**config.mk**
```make
export PLATFORM = sky130hd
export DESIGN_NAME = uart_password_rx
export DESIGN_NICKNAME = d
export VERILOG_FILES = /design/src/rtl/uart_password_rx.sv
export SDC_FILE = /design/constraint.sdc
export NUM_CORES = 1
export LEC_CHECK = 0
export CORE_MARGIN = 2
export CORE_UTILIZATION = 31
export DETAILED_ROUTE_END_ITERATION = 10
export MAX_ROUTING_LAYER = met4
export REMOVE_ABC_BUFFERS = 1
export SKIP_LAST_GASP = 1
export SYNTH_ARGS = -nofsm -noshare
export SYNTH_HDL_FRONTEND = slang
export SYNTH_SLANG_ARGS = --single-unit
```
**constraint.sdc**
```tcl
create_clock -name clk -period 1.9 [get_ports clk]
set_input_delay 0.38 -clock clk [delete_from_list [all_inputs] [get_ports clk]]
set_output_delay 0.38 -clock clk [all_outputs]
set_load 0.005 [all_outputs]
```
**src/rtl/uart_password_rx.sv**
```systemverilog
// 8N1 UART receiver feeding an in-order password comparator with sticky unlock/fail LEDs.
// Optional build macro FAIL_LOCKOUT_EN: first wrong byte or framing error locks the comparator out until reset.
module uart_password_rx #(
    parameter int                    BAUD_P   = 104,
    parameter int                    PASS_LEN = 8,
    parameter logic [8*PASS_LEN-1:0] PASSWORD = 64'h293a216b33713234
) (
    input  logic       clk,
    input  logic       reset,
    input  logic       rx,
    output logic [7:0] rx_data,
    output logic       rx_valid,
    output logic       frame_err,
    output logic [3:0] char_idx,
    output logic       unlocked,
    output logic       led_g_n,
    output logic       led_r_n
);
    localparam logic [6:0] HALF_M1 = 7'(BAUD_P / 2 - 1);
    localparam logic [6:0] FULL_M1 = 7'(BAUD_P - 1);
    localparam logic [3:0] LEN4    = 4'(PASS_LEN);

    typedef enum logic [1:0] {S_IDLE, S_START, S_DATA, S_STOP} state_t;

    state_t     state_q, state_d;
    logic       rx_meta_q, rx_s_q;
    logic [6:0] cnt_q, cnt_d;
    logic [2:0] bit_q, bit_d;
    logic [7:0] shift_q, shift_d;
    logic [7:0] rx_data_q, rx_data_d;
    logic       rx_valid_q, rx_valid_d;
    logic       frame_err_q, frame_err_d;
    logic [3:0] char_idx_q, char_idx_d;
    logic       unlocked_q, unlocked_d;
    logic       fail_q, fail_d;
    logic       cmp_en;
`ifdef FAIL_LOCKOUT_EN
    logic       lockout_q, lockout_d;
`endif

    // Password bytes padded to 16 entries so the 4-bit index always lands in range.
    logic [7:0] pw_bytes [16];
    generate
        for (genvar gi = 0; gi < 16; gi++) begin : g_pw
            if (gi < PASS_LEN) begin : g_used
                assign pw_bytes[gi] = PASSWORD[8*gi +: 8];
            end else begin : g_pad
                assign pw_bytes[gi] = 8'h00;
            end
        end
    endgenerate

    always_comb begin
        state_d     = state_q;
        cnt_d       = cnt_q;
        bit_d       = bit_q;
        shift_d     = shift_q;
        rx_data_d   = rx_data_q;
        rx_valid_d  = 1'b0;
        frame_err_d = 1'b0;
        case (state_q)
            S_IDLE: begin
                if (!rx_s_q) begin
                    state_d = S_START;
                    cnt_d   = '0;
                end
            end
            S_START: begin
                if (cnt_q == HALF_M1) begin
                    cnt_d = '0;
                    bit_d = '0;
                    state_d = rx_s_q ? S_IDLE : S_DATA;
                end else begin
                    cnt_d = cnt_q + 7'd1;
                end
            end
            S_DATA: begin
                if (cnt_q == FULL_M1) begin
                    cnt_d          = '0;
                    shift_d[bit_q] = rx_s_q;
                    if (bit_q == 3'd7) state_d = S_STOP;
                    else               bit_d   = bit_q + 3'd1;
                end else begin
                    cnt_d = cnt_q + 7'd1;
                end
            end
            S_STOP: begin
                // Leave mid stop bit so a back-to-back start edge is not missed.
                if (cnt_q == FULL_M1) begin
                    cnt_d   = '0;
                    state_d = S_IDLE;
                    if (rx_s_q) begin
                        rx_data_d  = shift_q;
                        rx_valid_d = 1'b1;
                    end else begin
                        frame_err_d = 1'b1;
                    end
                end else begin
                    cnt_d = cnt_q + 7'd1;
                end
            end
            default: state_d = S_IDLE;
        endcase
    end

    always_comb begin
        char_idx_d = char_idx_q;
        unlocked_d = unlocked_q;
        fail_d     = fail_q;
`ifdef FAIL_LOCKOUT_EN
        lockout_d  = lockout_q;
        cmp_en     = !unlocked_q && !lockout_q;
`else
        cmp_en     = !unlocked_q;
`endif
        if (cmp_en && rx_valid_q) begin
            if (rx_data_q == pw_bytes[char_idx_q]) begin
                char_idx_d = char_idx_q + 4'd1;
                if (char_idx_q + 4'd1 == LEN4) begin
                    unlocked_d = 1'b1;
                    fail_d     = 1'b0;
                end
            end else begin
                fail_d = 1'b1;
`ifdef FAIL_LOCKOUT_EN
                lockout_d  = 1'b1;
                char_idx_d = '0;
`else
                // A wrong byte may itself be the start of a fresh attempt.
                char_idx_d = (rx_data_q == pw_bytes[0]) ? 4'd1 : 4'd0;
`endif
            end
        end else if (cmp_en && frame_err_q) begin
            fail_d     = 1'b1;
            char_idx_d = '0;
`ifdef FAIL_LOCKOUT_EN
            lockout_d  = 1'b1;
`endif
        end
    end

    always_ff @(posedge clk) begin
        if (reset) begin
            rx_meta_q   <= 1'b1;
            rx_s_q      <= 1'b1;
            state_q     <= S_IDLE;
            cnt_q       <= '0;
            bit_q       <= '0;
            shift_q     <= '0;
            rx_data_q   <= '0;
            rx_valid_q  <= 1'b0;
            frame_err_q <= 1'b0;
            char_idx_q  <= '0;
            unlocked_q  <= 1'b0;
            fail_q      <= 1'b0;
`ifdef FAIL_LOCKOUT_EN
            lockout_q   <= 1'b0;
`endif
        end else begin
            rx_meta_q   <= rx;
            rx_s_q      <= rx_meta_q;
            state_q     <= state_d;
            cnt_q       <= cnt_d;
            bit_q       <= bit_d;
            shift_q     <= shift_d;
            rx_data_q   <= rx_data_d;
            rx_valid_q  <= rx_valid_d;
            frame_err_q <= frame_err_d;
            char_idx_q  <= char_idx_d;
            unlocked_q  <= unlocked_d;
            fail_q      <= fail_d;
`ifdef FAIL_LOCKOUT_EN
            lockout_q   <= lockout_d;
`endif
        end
    end

    assign rx_data   = rx_data_q;
    assign rx_valid  = rx_valid_q;
    assign frame_err = frame_err_q;
    assign char_idx  = char_idx_q;
    assign unlocked  = unlocked_q;
    assign led_g_n   = !unlocked_q;
`ifdef FAIL_LOCKOUT_EN
    assign led_r_n   = !(fail_q || lockout_q);
`else
    assign led_r_n   = !fail_q;
`endif
endmodule
```
# Word level (Yosys, flattened, before mapping)
# Memories as Yosys holds them, arrays and structs flattened.
# Index checks and enable logic that the tools add are counted.
[classes] reduce_logical=16 n_eq_ne=16 order_cmp=3 n_bitwise=3 mux=30 add_sub_neg=3
[ops] cell="$mux W7" count=3
[ops] cell="$pmux W7 S3" count=1
[ops] cell="$mux W8" count=2
[ops] cell="$mux W2" count=6
[ops] cell="$mux W4" count=3
[ops] cell="$ne A2 B2 Y1 const B" count=6
[ops] cell="$mux W3" count=3
[ops] cell="$bwmux W8" count=1
[ops] cell="$eq A8 B6 Y1 const B" count=1
[ops] cell="$eq A8 B8 Y1" count=1
[ops] cell="$mux W1" count=8
[ops] cell="$pmux W2 S4" count=1
[ops] cell="$add A7 B1 Y7 const B" count=1
[ops] cell="$eq A7 B6 Y1 const B" count=1
[ops] cell="$eq A7 B7 Y1 const B" count=1
[ops] cell="$pmux W3 S2" count=1
[ops] cell="$reduce_and A3 Y1" count=2
[ops] cell="$ge A5 B5 Y1 const B" count=1
[ops] cell="$not A4 Y5" count=1
[ops] cell="$reduce_and A5 Y1" count=1
[ops] cell="$add A4 B1 Y4 const B" count=1
[ops] cell="$eq A2 B2 Y1 const B" count=2
[ops] cell="$eq A4 B4 Y1 const B" count=1
[ops] cell="$lt A3 B4 Y1 const B" count=1
[ops] cell="other kinds (15)" count=21
[totals] elab_cells=84 register_bits=38 output_inout_bits=17 romBits=128 mem_count=1 input_bits=3
[memory_table] memory="(no name shown)" words=16 word_bits=8 rd=1 rd_ports_with_merged_regs=0 write_ports=0 line="117" text="if (rx_data_q == pw_bytes[char_idx_q]) begin"

# Logic depth before layout (Yosys ltp)
[depth] word_depth=7 depth_mapped=8 ltp_nobuf=8

# Least setup slack after synthesis
# OpenSTA, ideal clock, no wires.
[synth_path] kind="reg-to-reg" start="register char_idx_q[0], in the netlist char_idx[0]" end="register char_idx_q[0], in the netlist char_idx[0]" synth_period_minus_slack_ns=2.172 slack_ns=-0.272 setup_time_ns=0.122 path_stages_with_launch=9 arrival_ns=2.050 path_cell_list="dfxtp_1 inv_1 ha_1 and2_1 or4_1 o211ai_2 nor4_4 o2111a_1 a311o_1"
[synth_via] elab_chain_cells=7 elab_cells_between_ends=8 cone_classes="1 x add/sub; 1 x eq/ne; 4 x mux; 1 x bitwise; 1 x memory"
[synth_lines] element="start, declared" line="33" text="logic [3:0] char_idx_q, char_idx_d;"
[synth_lines] element="start signal, assigned" line="169" text="char_idx_q <= char_idx_d;"
[synth_lines] element="$not A4 Y5 (implied by the code)" line="117"
[synth_lines] element="$mem_v2 Z16 W8"
[synth_lines] element="$mux W8 (implied by the code) (2 in a row)" line="117"
[synth_lines] element="$eq A8 B8 Y1" line="117"
[synth_lines] element="$mux W4 *" line="117"
[synth_lines] element="$mux W4 *" line="116" text="if (cmp_en && rx_valid_q) begin"
# Every way passes the cells marked *; elsewhere a longest branch is shown, timed or not. The select of a mux whose other input is x is not followed.
# A chain may end at the register's enable or synchronous reset.

# Worst setup path after layout
# Same ends and word-level chain as after synthesis.

==> out/metrics.cfg <==
[detailed_routing]
wl_per_cell_um=12.7
final_antenna_net_count=0
vias=1759
drc=0
wl_um=4360
dr.pass1.iters=4
vias_per_cell=5.13
drtIter0Drc=81

[grt]
grt_use_total_pct=13.6
grt_max_degree=38
grt_pass1_vias=1664
grt_pass1_wl_um=7690
antenna_found_initial=0
grt_overflow=0

[clock_tree]
htreeDepth=2
cts_sinks=38
cts_tree=built
cts_buffers=5
root_buffer=clkbuf_8
cts_max_path_buffers=2
hold_buffers=0
clkLatencyLatePin_ns=0.29
cts.clk_slew.worst_paths_ns=0.08

[critical_path]
cp.required_ns=2.08
worst-path-buf-inv=1
endpoint_kind=register
path_delay_family=simple AND/OR/NAND/NOR gates
rr_startpoint=char_idx[0]
reg2reg_slack_ns=-0.13
reg2reg_to=char_idx[0]
cp-start-kind=register
cpMaxStageDelayCell=or4_4
critPathMaxFanout=6
worstRegToRegCells=8
critPathArrivalTime_ns=2.21
cp_slowest_stage_delay_ns=0.52
crit_type=register to register
cp_cell_sequence=inv_2 > ha_4 > and2_4 > or4_4 > o211ai_2 > nor4_4 > o2111a_1 > a311o_1

[timing]
clock_skew_ns=0.00635
rsz0062_at_grt=true
period_minus_slack_ns=2.03
fin_crit_sh_pct=107
setup_viol=5
maxSlewHeadroom_pct=68.2
finalHoldViolCount=0
tightestPinTransition_ns=0.473
drv_slew=0
max_freq_mhz=493
final.setup.worst_slack_ns=-0.128

[finish]
area.growth.synth_to_final_pct=31.1
layout-drive-gt1-share_pct=19.9
finalNetCount=276
n_antenna_cell=0

[synthesis]
yosysSeqAreaShare_pct=38.5
synthArstFlopShare_pct=0
synthCells=229
yosys_warnings=0
ys_ff_latch=38
synth_top_area_share_pct=38.5
ys_types=49
synth_area_leaders=dfxtp_1, mux2i_1, nor2_1
post_synth.cell_area_avg_sq_um=8.64
synth_top_area_cell=dfxtp_1
synth_edf_count=0
synthFlopType=dfxtp_1
synth_area_sq_mm=0.00198

[placed_design]
routabilityCongestion=0.757
pre_cts_slack_ns=-0.272
hpwl_um=3020
port_buffers=19

[floorplan]
die_h_um=83.9
num_rows=29
die_w_um=83.9
die-area_sq_mm=0.00704
initial_utilization_pct=31.5
coreArea_sq_mm=0.00628
pin_count=20

[status]
violations=negative setup slack
status=finished, violations left

[worst_hold_path]
hp-class=register to register
hold_path_startpoint=rx_meta_q
min_path_cells=1
hold_end=rx_s_q

[power]
leakage_nw=0.931
total_power_mw=1.55
irDropWorstVdd_mv=0.428
power.density_mw_per_mm2=599

[job]
maxCapViolCount=0

[layout make-up]
class	instances	area [sq um]
flip-flops and latches	38	767
multi-input cells	172	1200
fillers	636	3680
clock inverters	1	30.0
clock buffers	6	82.6
well taps	77	96.3
repair buffers	42	392
inverters	7	26.3
[how the worst max path moves through the flow]
| stage | from | endpoint | depth (start not counted) |
|---|---|---|---|
| 2_1_floorplan | char_idx[0] | char_idx[0] | 8 |
| 3_5_place_dp | char_idx[0] | char_idx[0] | 8 |
| 6_report | char_idx[0] | char_idx[0] | 8 |
| 3_3_place_gp | char_idx[0] | char_idx[0] | 8 |
| 5_1_grt | char_idx[0] | fail_q | 9 |
| 4_1_cts | char_idx[0] | char_idx[0] | 9 |
[timing repair]
action,CTS,global route
buffers inserted,4,1
resized for setup,10,11
setup endpoints to repair,6,27
pin swaps,14,3
[sequential cells by signal (all words and copies together), names as in the netlist, named ones only]
signal	cells
cnt_q	7
fail_q	1
unlocked	1
rx_s_q	1
shift_q	8
rx_data	8
state_q	1
rx_meta_q	1
bit_q	3
char_idx	4
frame_err	1
rx_valid	1
[cells in the final DEF, fill, tap and decap left out, drive strengths merged, types with 2 or more instances in the layout]
cell           instances
nor3b                  5
o21ai                  6
xnor2                  3
buf                   23
or4                    2
nor3                   4
o211ai                 2
nand3                 10
nand3b                 3
inv                    7
nor4                   3
dfxtp                 38
nand2                 14
a21oi                 13
or3                    2
and2                   4
clkdlybuf4s50         19
a311oi                 2
nor2                  40
ha                     7
nor2b                  4
or2                    2
nand2b                 3
mux2i                 19
a211oi                 3
a32oi                  2
and3                   3
clkbuf                 6
[cells in the mapped netlist, drive strengths merged, types with 4 or more instances]
cell,instances
and2,4
nor2,40
o21ai,6
mux2i,19
inv,7
dfxtp,38
nor2b,4
ha,7
clkbuf,9
nor3,4
a21oi,13
nand3,10
nor3b,5
nand2,14
[routing by layer]
metal	vias to the layer above	track usage, %	share of wire [%]
met5	-	-	0
met4	0	4.84	1.5
met3	8	2.77	3.8
met2	36	21.2	46
met1	832	17.5	49
li1	883	-	-
[stage by stage]
step | cells | TNS [ns] | instance area [sq um] | util [%] | hold slack (ns)
after floorplan | 217 | -0.493 | 1920 | - | 0.389
after global placement | 331 | -0.672 | 2360 | 37.6 | 0.398
after detailed placement | 331 | -1.07 | 2360 | 37.6 | 0.399
after CTS | 342 | -0.535 | 2540 | 40.4 | 0.417
after global routing | 343 | -1.20 | 2590 | 41.3 | 0.432
final | 343 | -0.350 | 2590 | 41.3 | 0.414
[cell families (layout without fill, tap and decap cells)]
logic type / after synthesis / count (layout) / synth area share, %
multiplexers: 20 / 20 / 10.2
XOR/XNOR: 4 / 4 / 1.77
buffers and inverters: 19 / 56 / 4.11
AND/OR/NAND/NOR: 104 / 104 / 28.3
AO/OA/AOI/OAI: 37 / 37 / 12.8
flip-flops: 38 / 38 / 38.5
adder cells (fa/ha/maj): 7 / 7 / 4.43
[power by group]
part           leakage [nW]  switching, mW  total (mW)  internal [mW]
registers             0.308        0.00192       0.800          0.798
clock network        0.0573          0.282       0.702          0.420
logic                 0.565         0.0326      0.0519         0.0193
(Power assumes the default switching activity.)
